--- src/rtl/ysyx_23060025_rd_arbiter_if.sv ---
// rtl/ysyx_23060025_rd_arbiter_if.sv - requester and AXI read-channel bundle for the read arbiter
interface ysyx_23060025_rd_arbiter_if #(
  parameter int ADDR_LEN = 32,
  parameter int DATA_LEN = 32
);
  // IFU requester side
  logic                ifu_req_i;
  logic [ADDR_LEN-1:0] ifu_addr_i;
  logic                ifu_gnt_o;
  logic                ifu_rvalid_o;
  // LSU requester side
  logic                lsu_req_i;
  logic [ADDR_LEN-1:0] lsu_addr_i;
  logic [2:0]          lsu_size_i;
  logic                lsu_gnt_o;
  logic                lsu_rvalid_o;
  // shared response toward both requesters
  logic [DATA_LEN-1:0] rsp_data_o;
  logic [1:0]          rsp_resp_o;
  logic                rsp_last_o;
  // AXI4 AR channel
  logic                axi_arvalid_o;
  logic                axi_arready_i;
  logic [ADDR_LEN-1:0] axi_araddr_o;
  logic [3:0]          axi_arid_o;
  logic [7:0]          axi_arlen_o;
  logic [2:0]          axi_arsize_o;
  logic [1:0]          axi_arburst_o;
  // AXI4 R channel
  logic                axi_rvalid_i;
  logic                axi_rready_o;
  logic [DATA_LEN-1:0] axi_rdata_i;
  logic [1:0]          axi_rresp_i;
  logic                axi_rlast_i;
  logic [3:0]          axi_rid_i;

  // arbiter view: drives grants, responses and the AXI master outputs
  modport master (
    input  ifu_req_i, ifu_addr_i, lsu_req_i, lsu_addr_i, lsu_size_i,
    input  axi_arready_i, axi_rvalid_i, axi_rdata_i, axi_rresp_i, axi_rlast_i, axi_rid_i,
    output ifu_gnt_o, ifu_rvalid_o, lsu_gnt_o, lsu_rvalid_o,
    output rsp_data_o, rsp_resp_o, rsp_last_o,
    output axi_arvalid_o, axi_araddr_o, axi_arid_o, axi_arlen_o, axi_arsize_o, axi_arburst_o,
    output axi_rready_o
  );

  // environment view: requesters plus the downstream AXI slave
  modport slave (
    output ifu_req_i, ifu_addr_i, lsu_req_i, lsu_addr_i, lsu_size_i,
    output axi_arready_i, axi_rvalid_i, axi_rdata_i, axi_rresp_i, axi_rlast_i, axi_rid_i,
    input  ifu_gnt_o, ifu_rvalid_o, lsu_gnt_o, lsu_rvalid_o,
    input  rsp_data_o, rsp_resp_o, rsp_last_o,
    input  axi_arvalid_o, axi_araddr_o, axi_arid_o, axi_arlen_o, axi_arsize_o, axi_arburst_o,
    input  axi_rready_o
  );
endinterface

--- src/rtl/ysyx_23060025_rd_arbiter.sv ---
// rtl/ysyx_23060025_rd_arbiter.sv - single-outstanding IFU/LSU read arbiter with starvation guard and R framing checks
module ysyx_23060025_rd_arbiter #(
  parameter int ADDR_LEN   = 32,
  parameter int DATA_LEN   = 32,
  parameter int BURST_LEN  = 4,
  parameter int STARVE_MAX = 4
) (
  input  logic                    clock,
  input  logic                    reset,
  ysyx_23060025_rd_arbiter_if.master bus
);

  localparam logic [1:0] S_IDLE = 2'd0;
  localparam logic [1:0] S_AR   = 2'd1;
  localparam logic [1:0] S_R    = 2'd2;

  localparam logic [7:0] IFU_LEN    = 8'(BURST_LEN - 1);
  localparam logic [7:0] STARVE_LIM = 8'(STARVE_MAX);

  logic [1:0]          r_state;
  logic                r_owner;   // 0 = IFU, 1 = LSU; doubles as the AXI ID
  logic [ADDR_LEN-1:0] r_addr;
  logic [2:0]          r_size;
  logic [7:0]          r_len;
  logic [3:0]          r_beat;    // index of the next expected beat
  logic                r_over;    // a non-last beat already hit the final index
  logic [7:0]          r_starve;

  logic       w_idle;
  logic       w_any_req;
  logic       w_pick_ifu;
  logic       w_pick_lsu;
  logic       w_grant;
  logic       w_in_ar;
  logic       w_beat;
  logic [7:0] w_beat8;
  logic       w_id_err;
  logic       w_len_err;

  // IFU wins only when LSU is idle or IFU has waited through STARVE_MAX LSU grants
  always_comb begin
    w_idle     = (r_state == S_IDLE) && !reset;
    w_any_req  = bus.ifu_req_i || bus.lsu_req_i;
    w_pick_ifu = bus.ifu_req_i && (!bus.lsu_req_i || (r_starve == STARVE_LIM));
    w_pick_lsu = bus.lsu_req_i && !w_pick_ifu;
    w_grant    = w_idle && w_any_req;
    w_in_ar    = (r_state == S_AR);
    w_beat     = (r_state == S_R) && bus.axi_rvalid_i;
    w_beat8    = {4'b0000, r_beat};
    w_id_err   = (bus.axi_rid_i != {3'b000, r_owner});
    w_len_err  = r_over || (w_beat8 > r_len) || (bus.axi_rlast_i && (w_beat8 != r_len));
  end

  // grant pulses, AR fields and response pass-through; everything reads zero outside its phase
  always_comb begin
    bus.ifu_gnt_o     = w_idle && w_pick_ifu;
    bus.lsu_gnt_o     = w_idle && w_pick_lsu;
    bus.axi_arvalid_o = w_in_ar;
    bus.axi_araddr_o  = w_in_ar ? r_addr : '0;
    bus.axi_arid_o    = w_in_ar ? {3'b000, r_owner} : 4'd0;
    bus.axi_arlen_o   = w_in_ar ? r_len : 8'd0;
    bus.axi_arsize_o  = w_in_ar ? r_size : 3'd0;
    bus.axi_arburst_o = w_in_ar ? 2'b01 : 2'b00;
    bus.axi_rready_o  = (r_state == S_R);
    bus.ifu_rvalid_o  = w_beat && !r_owner;
    bus.lsu_rvalid_o  = w_beat && r_owner;
    bus.rsp_data_o    = w_beat ? bus.axi_rdata_i : '0;
    bus.rsp_last_o    = w_beat && bus.axi_rlast_i;
    bus.rsp_resp_o    = 2'b00;
    if (w_beat) begin
      bus.rsp_resp_o = (w_id_err || w_len_err) ? 2'b10 : bus.axi_rresp_i;
    end
  end

  // IDLE -> AR -> R -> IDLE; only rvalid with rlast closes a transaction
  always_ff @(posedge clock or posedge reset) begin
    if (reset) begin
      r_state <= S_IDLE;
    end else begin
      case (r_state)
        S_IDLE:  if (w_grant) r_state <= S_AR;
        S_AR:    if (bus.axi_arready_i) r_state <= S_R;
        S_R:     if (bus.axi_rvalid_i && bus.axi_rlast_i) r_state <= S_IDLE;
        default: r_state <= S_IDLE;
      endcase
    end
  end

  // capture the winner's request fields at grant so AR stays stable while waiting
  always_ff @(posedge clock or posedge reset) begin
    if (reset) begin
      r_owner <= 1'b0;
      r_addr  <= '0;
      r_size  <= 3'd0;
      r_len   <= 8'd0;
    end else if (w_grant) begin
      r_owner <= w_pick_lsu;
      r_addr  <= w_pick_lsu ? bus.lsu_addr_i : bus.ifu_addr_i;
      r_size  <= w_pick_lsu ? bus.lsu_size_i : 3'b010;
      r_len   <= w_pick_lsu ? 8'd0 : IFU_LEN;
    end
  end

  // beat index for framing checks, restarted at every grant
  always_ff @(posedge clock or posedge reset) begin
    if (reset) begin
      r_beat <= 4'd0;
      r_over <= 1'b0;
    end else if (w_grant) begin
      r_beat <= 4'd0;
      r_over <= 1'b0;
    end else if (w_beat) begin
      if (r_beat != 4'd15) r_beat <= r_beat + 4'd1;
      if ((w_beat8 == r_len) && !bus.axi_rlast_i) r_over <= 1'b1;
    end
  end

  // count LSU wins that left the IFU waiting; any IFU grant clears the debt
  always_ff @(posedge clock or posedge reset) begin
    if (reset) begin
      r_starve <= 8'd0;
    end else if (w_grant) begin
      if (w_pick_ifu) begin
        r_starve <= 8'd0;
      end else if (bus.ifu_req_i && (r_starve != STARVE_LIM)) begin
        r_starve <= r_starve + 8'd1;
      end
    end
  end

endmodule

--- src/flat_wrapper.sv ---
// flat-port wrapper written by rule: the top's interface ports become plain ports
module ysyx_23060025_rd_arbiter_flat 
#(
  parameter int ADDR_LEN   = 32,
  parameter int DATA_LEN   = 32,
  parameter int BURST_LEN  = 4,
  parameter int STARVE_MAX = 4
)
  (clock, reset, bus_ifu_req_i, bus_ifu_addr_i, bus_lsu_req_i, bus_lsu_addr_i, bus_lsu_size_i, bus_axi_arready_i, bus_axi_rvalid_i, bus_axi_rdata_i, bus_axi_rresp_i, bus_axi_rlast_i, bus_axi_rid_i, bus_ifu_gnt_o, bus_ifu_rvalid_o, bus_lsu_gnt_o, bus_lsu_rvalid_o, bus_rsp_data_o, bus_rsp_resp_o, bus_rsp_last_o, bus_axi_arvalid_o, bus_axi_araddr_o, bus_axi_arid_o, bus_axi_arlen_o, bus_axi_arsize_o, bus_axi_arburst_o, bus_axi_rready_o);
  ysyx_23060025_rd_arbiter_if #(.ADDR_LEN(ADDR_LEN), .DATA_LEN(DATA_LEN)) bus_i ();
  input  logic clock;
  input  logic reset;
  input wire logic [$bits(bus_i.ifu_req_i)-1:0] bus_ifu_req_i;
  input wire logic [$bits(bus_i.ifu_addr_i)-1:0] bus_ifu_addr_i;
  input wire logic [$bits(bus_i.lsu_req_i)-1:0] bus_lsu_req_i;
  input wire logic [$bits(bus_i.lsu_addr_i)-1:0] bus_lsu_addr_i;
  input wire logic [$bits(bus_i.lsu_size_i)-1:0] bus_lsu_size_i;
  input wire logic [$bits(bus_i.axi_arready_i)-1:0] bus_axi_arready_i;
  input wire logic [$bits(bus_i.axi_rvalid_i)-1:0] bus_axi_rvalid_i;
  input wire logic [$bits(bus_i.axi_rdata_i)-1:0] bus_axi_rdata_i;
  input wire logic [$bits(bus_i.axi_rresp_i)-1:0] bus_axi_rresp_i;
  input wire logic [$bits(bus_i.axi_rlast_i)-1:0] bus_axi_rlast_i;
  input wire logic [$bits(bus_i.axi_rid_i)-1:0] bus_axi_rid_i;
  output wire logic [$bits(bus_i.ifu_gnt_o)-1:0] bus_ifu_gnt_o;
  output wire logic [$bits(bus_i.ifu_rvalid_o)-1:0] bus_ifu_rvalid_o;
  output wire logic [$bits(bus_i.lsu_gnt_o)-1:0] bus_lsu_gnt_o;
  output wire logic [$bits(bus_i.lsu_rvalid_o)-1:0] bus_lsu_rvalid_o;
  output wire logic [$bits(bus_i.rsp_data_o)-1:0] bus_rsp_data_o;
  output wire logic [$bits(bus_i.rsp_resp_o)-1:0] bus_rsp_resp_o;
  output wire logic [$bits(bus_i.rsp_last_o)-1:0] bus_rsp_last_o;
  output wire logic [$bits(bus_i.axi_arvalid_o)-1:0] bus_axi_arvalid_o;
  output wire logic [$bits(bus_i.axi_araddr_o)-1:0] bus_axi_araddr_o;
  output wire logic [$bits(bus_i.axi_arid_o)-1:0] bus_axi_arid_o;
  output wire logic [$bits(bus_i.axi_arlen_o)-1:0] bus_axi_arlen_o;
  output wire logic [$bits(bus_i.axi_arsize_o)-1:0] bus_axi_arsize_o;
  output wire logic [$bits(bus_i.axi_arburst_o)-1:0] bus_axi_arburst_o;
  output wire logic [$bits(bus_i.axi_rready_o)-1:0] bus_axi_rready_o;
  assign bus_i.ifu_req_i = bus_ifu_req_i;
  assign bus_i.ifu_addr_i = bus_ifu_addr_i;
  assign bus_i.lsu_req_i = bus_lsu_req_i;
  assign bus_i.lsu_addr_i = bus_lsu_addr_i;
  assign bus_i.lsu_size_i = bus_lsu_size_i;
  assign bus_i.axi_arready_i = bus_axi_arready_i;
  assign bus_i.axi_rvalid_i = bus_axi_rvalid_i;
  assign bus_i.axi_rdata_i = bus_axi_rdata_i;
  assign bus_i.axi_rresp_i = bus_axi_rresp_i;
  assign bus_i.axi_rlast_i = bus_axi_rlast_i;
  assign bus_i.axi_rid_i = bus_axi_rid_i;
  assign bus_ifu_gnt_o = bus_i.ifu_gnt_o;
  assign bus_ifu_rvalid_o = bus_i.ifu_rvalid_o;
  assign bus_lsu_gnt_o = bus_i.lsu_gnt_o;
  assign bus_lsu_rvalid_o = bus_i.lsu_rvalid_o;
  assign bus_rsp_data_o = bus_i.rsp_data_o;
  assign bus_rsp_resp_o = bus_i.rsp_resp_o;
  assign bus_rsp_last_o = bus_i.rsp_last_o;
  assign bus_axi_arvalid_o = bus_i.axi_arvalid_o;
  assign bus_axi_araddr_o = bus_i.axi_araddr_o;
  assign bus_axi_arid_o = bus_i.axi_arid_o;
  assign bus_axi_arlen_o = bus_i.axi_arlen_o;
  assign bus_axi_arsize_o = bus_i.axi_arsize_o;
  assign bus_axi_arburst_o = bus_i.axi_arburst_o;
  assign bus_axi_rready_o = bus_i.axi_rready_o;
  ysyx_23060025_rd_arbiter #(.ADDR_LEN(ADDR_LEN), .DATA_LEN(DATA_LEN), .BURST_LEN(BURST_LEN), .STARVE_MAX(STARVE_MAX)) u_core (.clock(clock), .reset(reset), .bus(bus_i));
endmodule
--- config.mk ---
export PLATFORM = sky130hd
export DESIGN_NAME = ysyx_23060025_rd_arbiter_flat
export DESIGN_NICKNAME = d
export VERILOG_FILES = /design/src/rtl/ysyx_23060025_rd_arbiter_if.sv /design/src/rtl/ysyx_23060025_rd_arbiter.sv /design/src/flat_wrapper.sv
export SDC_FILE = /design/constraint.sdc
export NUM_CORES = 1
export LEC_CHECK = 0
export BUFFER_PORTS_ARGS = -buffer_cell sky130_fd_sc_hd__buf_2
export CAP_MARGIN = 10
export CORE_MARGIN = 10
export CORE_UTILIZATION = 46
export DETAILED_ROUTE_END_ITERATION = 16
export GPL_TIMING_DRIVEN = 0
export PLACE_DENSITY = 0.95
export REMOVE_ABC_BUFFERS = 1
export SETUP_SLACK_MARGIN = 0.02
export SLEW_MARGIN = 10
export SYNTH_ARGS = -nofsm -noshare
export SYNTH_HDL_FRONTEND = slang
export SYNTH_SLANG_ARGS = --single-unit
--- constraint.sdc ---
create_clock -name clock -period 5.09 [get_ports clock]
set_input_delay 1.018 -clock clock [delete_from_list [all_inputs] [get_ports clock]]
set_output_delay 1.018 -clock clock [all_outputs]
set_load 0.02 [all_outputs]
==> impl_results.md, run 1 <==
- Critical Path Sink: bus_ifu_gnt_o
- Critical path class: input port to primary output
- 1st-iter DRT viols: 89
- Die H: between 100 and 150 µm
- Clock buffer depth: 2
- First-pass GRT wire length: 15600 µm
- Setup WS pre-CTS: 1460 ps
- Worst Reg-to-Reg Cells: 3
- Total Power: ~2 mW
- Hold Path Origin: u_core.r_size[0]
- Tmin final: 3630 ps
- Clock skew: a little under 9 ps
- Leading area contributor after synthesis: dfrtp_1
- CP Max Fanout: 37
- Ys flop type: dfrtp_1
- All-Layer GR Usage: 18.5%
- CTS root buf: clkbuf_8
- Arrival time at the worst endpoint: around 2600 ps
- Max Transition Viols Final: 0
- Synth cell types: 42
- Routed WL per cell: 18.2 µm
- PnR worst setup slack: ~1500 ps
- Clk slew on worst S/H paths: roughly 100 ps
- Multi-input logic area: 0.00161 mm²
- Nets: around 600
- Max Freq: about 280 MHz
- Post-synth design cell area: 0.00309 mm²
- Mapped Cells: 309
- Synth area leaders: dfrtp_1, and2_1, a221o_1, buf_4, ha_1
- Pin count of the biggest net entering global routing: 41
- Drt first pass iters: 4
- RR Endpoint: u_core.r_addr[27]
- Area Overhead vs Synth: 35.4%
- Fin. Hold Viols: 0
- Hold-fix buffers, CTS: 0
- RSZ-0062 raised after global routing: false
- Max-cap violations: 0
- Remaining DRCs: 0
- Register area: 0.00130 mm²
- CP endpoint kind: primary output
- PwrDens: approximately 480 mW/mm²
- Port bufs: 191
- Post-route ant nets: 0
- Finish-stage setup viols: 0
- Max transition margin: 40.4%
- Vias in the first global route: 3131
- Post-DP HPWL: around 8400 µm
- Number of flops mapped to enable cells by yosys: 0
- Peak supply drop: 0.262 mV
- FF-to-FF Start: u_core.r_state[1]
- Core ar.: 0.00646 mm²
- Yosys reg bits: 52
- Avg Cell Area, Syn: 10.0 µm²
- Vias: 2977
- Skew-Pair Late Insertion Delay: 300 ps
- Clk sinks: 52
- Ratio of cells with drive above 1 in the final layout: 45.0%
- Reg2reg setup slack: ~3000 ps
- Worst-margin pin slew: 894 ps
- Post-synth top cells: and2_1, dfrtp_1, a221o_1
- I/O pin count: just over 200
- Htree depth: 2
- Sequential share of the synthesized area: 42.1%
- Post-cts sizing count: 0
- Inserted Diodes: 0
- Post-CTS Setup Inserts: 0
- Placer Congestion: 0.846
- CTS Buf Count: 5
- Status: completed
- Sum of negative setup slack: 0 ps
- FP Rows: 29
- Vias per inst: 5.26
- Top-count cell post-synth: and2_1
- Async SR Flop Fraction: 100%
- Fin crit share: a little under three quarters
- Total Wirelength: 10300 µm
- Initial antenna violation count: 0
- Warnings, synthesis: 0
- Die W: 102 µm
- Critical Path Start Type: input port
- GRT overflow: 0
- Worst hold path type: flip-flop to flip-flop
- Leak: roughly 2.3 nW
- DIE AREA: 0.0104 mm²
- Yosys top cell area share: 42.1%
- Initial Utilization: 47.9%
- CP Launch Point: bus_ifu_req_i
- Worst path required time: 4070 ps
- CTS tree: yes
- FILL cells: 520
-- per-stage QoR --
stage          hold slack [ps]  utilization [%]  instance area [µm²]  instances
2_1_floorplan              464                -                 2930        287
3_3_place_gp               480             61.6                 3980        555
3_5_place_dp               484             62.9                 4060        558
4_1_cts                    509             64.8                 4190        566
5_1_grt                    538             64.8                 4190        566
6_report                   511             64.8                 4190        566
-- critical path, cell delays in order --
cell and delay [ps]:
buf_2 150, or4b_1 670, nor2_8 490, buf_2 270
-- how the worst min path moves through the flow --
stage	cells after the start	slack [ps]	end
2_1_floorplan	2	460	u_core.r_over
3_3_place_gp	1	480	u_core.r_size[0]
3_5_place_dp	1	480	u_core.r_size[0]
4_1_cts	1	510	u_core.r_size[0]
5_1_grt	1	540	u_core.r_size[2]
6_report	1	510	u_core.r_size[0]
-- report_power, final --
group,internal (mW),switching [mW]
combinational,0.440,0.559
sequential,0.583,0.110
clock,0.174,0.135
total,1.20,0.804
-- area by class of cell --
cell class	count	share of cell area (%)
multi-input combinational	226	38.5
clock buffer	7	2.30
tap	77	2.30
sequential	52	31.1
inverter	9	0.807
clock inverter	1	0.717
timing repair buffer	194	24.3
-- sequential cells by signal, summed over array words and instances, names as in the netlist --
| register | flops |
|---|---|
| u_core.r_owner | 1 |
| u_core.r_addr | 32 |
| u_core.r_starve | 8 |
| u_core.r_state | 2 |
| u_core.r_len | 1 |
| u_core.r_beat | 4 |
| u_core.r_size | 3 |
| u_core.r_over | 1 |
-- logic make-up (layout without fill, tap and decap cells) --
family	Yosys count	count (layout)	synth area share, %
AOI/OAI and AO/OA	51	51	15.0
other	1	10	0.121
buffers and inverters	40	211	7.56
muxes	2	2	0.647
xor gates and xnor gates	8	8	2.27
adders and majority gates	5	5	2.02
and+or+nand+nor	150	150	30.3
DFF	52	52	42.1
-- per-layer routing --
| metal | global-route usage [%] | routed length [µm] | vias to the layer above |
|---|---|---|---|
| li1 | - | - | 1402 |
| met1 | 19.2 | 3840 | 1405 |
| met2 | 34.2 | 5130 | 159 |
| met3 | 7.15 | 1170 | 11 |
| met4 | 4.77 | 138 | 0 |
| met5 | 0 | 0 | - |
-- layout by cell type (no fill, tap or decap), drive strengths merged, types with 3 or more instances in the layout --
master  instances
nor2           17
dfrtp          52
nand4           5
a31oi           3
and2          102
nand2          10
o21ai           4
a221o          32
buf           194
inv             9
xnor2           5
xor2            3
conb           10
clkbuf          7
ha              5
a22o            3
nor3            3
nor2b           3
No activity file was read; power rests on OpenSTA's default activity.
==> inputs of run 2 (changes only) <==
--- a/config.mk
+++ b/config.mk
@@ -8,10 +8,10 @@
 export BUFFER_PORTS_ARGS = -buffer_cell sky130_fd_sc_hd__buf_2
 export CAP_MARGIN = 10
 export CORE_MARGIN = 10
-export CORE_UTILIZATION = 46
+export CORE_UTILIZATION = 43
 export DETAILED_ROUTE_END_ITERATION = 16
 export GPL_TIMING_DRIVEN = 0
-export PLACE_DENSITY = 0.95
+export PLACE_DENSITY = 0.93
 export REMOVE_ABC_BUFFERS = 1
 export SETUP_SLACK_MARGIN = 0.02
 export SLEW_MARGIN = 10
==> constraint.sdc (replaced) <==
create_clock -name clock -period 3.75 [get_ports clock]
set_input_delay 0.75 -clock clock [delete_from_list [all_inputs] [get_ports clock]]
set_output_delay 0.75 -clock clock [all_outputs]
set_load 0.02 [all_outputs]
==> run 2 against run 1 <==
Compared with the run above: setup slack worse by 790 ps; clock-buffer cell count is 1 lower; clock skew is 4.1 ps higher; non-clock buffer count grew 1; hold slack better by 1.7 ps; via count fell by 0.64%; clock power grew 6.8%; flip-flop and latch count unchanged; wire length increased by 2.2%; sequential power grew 36%; critical endpoint unchanged; largest power group unchanged.
==> impl_results.md, run 2 (synthesis gave the netlist of run 1 again) <==
- Port bufs: 191
- Commonest non-fill, non-tap cells in the layout: buf_2, and2_1, dfrtp_1
- Finish-stage setup viols: 0
- Final Core Density: 60.7%
- Fin. Hold Viols: 0
- CTS Buf Count: 5
- Most common cell after layout, fill and taps aside: buf_2
- Tmin final: 3090 ps
- CTS root buf: clkbuf_8
- Vias per inst: 5.05
- RR Endpoint: u_core.r_addr[21]
- Routed WL per cell: 17.9 µm
- Post-CTS Setup Inserts: 0
- Htree depth: 2
- Register area: 0.00130 mm²
- First-pass GRT wire length: 16600 µm
- Die W: 105 µm
- Inserted Diodes: 0
- Status: completed
- Drt first pass iters: 4
- Multi-input logic area: 0.00161 mm²
- Worst-margin pin slew: 857 ps
- CP Max Fanout: 37
- CP Launch Point: u_core.r_state[1]
- CP endpoint kind: primary output
- Worst Reg-to-Reg Cells: 3
- Max Freq: 324 MHz
- Die H: 105 µm
- Register with the most flip-flops: u_core.r_addr
- GRT overflow: 0
- FP Rows: 30
- Fin crit share: 82.3%
- Ratio of cells with drive above 1 in the final layout: around 45%
- Sum of negative setup slack: 0 ps
- Initial antenna violation count: 0
- Clk slew on worst S/H paths: 100 ps
- Max transition margin: 42.8%
- FILL cells: 621
- Max-cap violations: 0
- Arrival time at the worst endpoint: between 2000 and 2500 ps
- Max reg flops: 32
- Post-DP HPWL: around 8600 µm
- I/O pin count: 202
- CTS tree: yes
- Area Overhead vs Synth: 35.6%
- Critical Path Start Type: flip-flop
- DIE AREA: 0.0110 mm²
- FF-to-FF Start: u_core.r_state[1]
- Regs by FF count: u_core.r_addr: 32 flops, u_core.r_starve: 8 flops, u_core.r_beat: 4 flops
- Leak: 2.30 nW
- Peak supply drop: 0.306 mV
- PwrDens: 630 mW/mm²
- Pin count of the biggest net entering global routing: 39
- All-Layer GR Usage: 18.1%
- Skew-Pair Late Insertion Delay: 300 ps
- Vias: slightly below 3000
- Core ar.: 0.00691 mm²
- RSZ-0062 raised after global routing: false
- Critical Path Sink: bus_ifu_gnt_o
- 1st-iter DRT viols: slightly below 90
- Clock skew: 12.9 ps
- Initial Utilization: around 45%
- Worst path required time: ~3000 ps
- Remaining DRCs: 0
- Placer Congestion: a little under 0.9
- Worst hold path type: flip-flop to flip-flop
- Critical path class: flip-flop to primary output
- Clk sinks: 52
- Clock buffer depth: 2
- Post-cts sizing count: 0
- Nets: 606
- Max Transition Viols Final: 0
- Reg2reg setup slack: 1650 ps
- Post-route ant nets: 0
- Total Wirelength: 10500 µm
- Vias in the first global route: 3127
- Hold-fix buffers, CTS: 0
## run 2: layout make-up
cell class | instances | area share, %
multi-input combinational | 226 | 38.3
clock inverter | 2 | 0.239
sequential | 52 | 31.0
clock buffer | 6 | 1.97
inverter | 9 | 0.805
timing repair buffer | 195 | 24.8
tap | 96 | 2.86
## run 2: through the flow
stage | hold WS, ps | cell area [µm²] | setup WS, ps | total power, mW | std cells
2_1_floorplan | 464 | 2930 | 460 | 1.82 | 287
3_3_place_gp | 480 | 4000 | 136 | 2.22 | 574
3_5_place_dp | 489 | 4100 | 656 | 2.33 | 578
4_1_cts | 515 | 4200 | 651 | 2.67 | 586
5_1_grt | 552 | 4200 | 567 | 2.84 | 586
6_report | 512 | 4200 | 663 | 2.64 | 586
## run 2: worst min-delay path by stage
| stage | start | cells past startpoint | to | slack [ps] |
|---|---|---|---|---|
| floorplan | u_core.r_over | 2 | u_core.r_over | 460 |
| global placement | u_core.r_over | 2 | u_core.r_over | 480 |
| detailed placement | u_core.r_size[2] | 1 | u_core.r_size[2] | 490 |
| CTS | u_core.r_size[2] | 1 | u_core.r_size[2] | 520 |
| global route | u_core.r_size[2] | 1 | u_core.r_size[2] | 550 |
| finish | u_core.r_size[2] | 1 | u_core.r_size[2] | 510 |
## run 2: power by group
part	switching [mW]	internal, mW
registers	0.154	0.791
clock network	0.182	0.148
logic	0.760	0.610
total	1.10	1.55
## run 2: per-layer routing
metal	GRT usage, %	wire (µm)	vias to the layer above	share of wire, %
met4	3.73	82	0	0.78
met1	19.7	4170	1391	40
met2	32.7	5320	159	51
met5	0	0	-	0
met3	6.76	938	6	8.9
li1	-	-	1402	-
## run 2: worst max-delay path, cell delays in order, from the launching register on
cell     delay, ps
dfrtp_1        490
or4b_1         760
nor2_8         500
buf_2          270
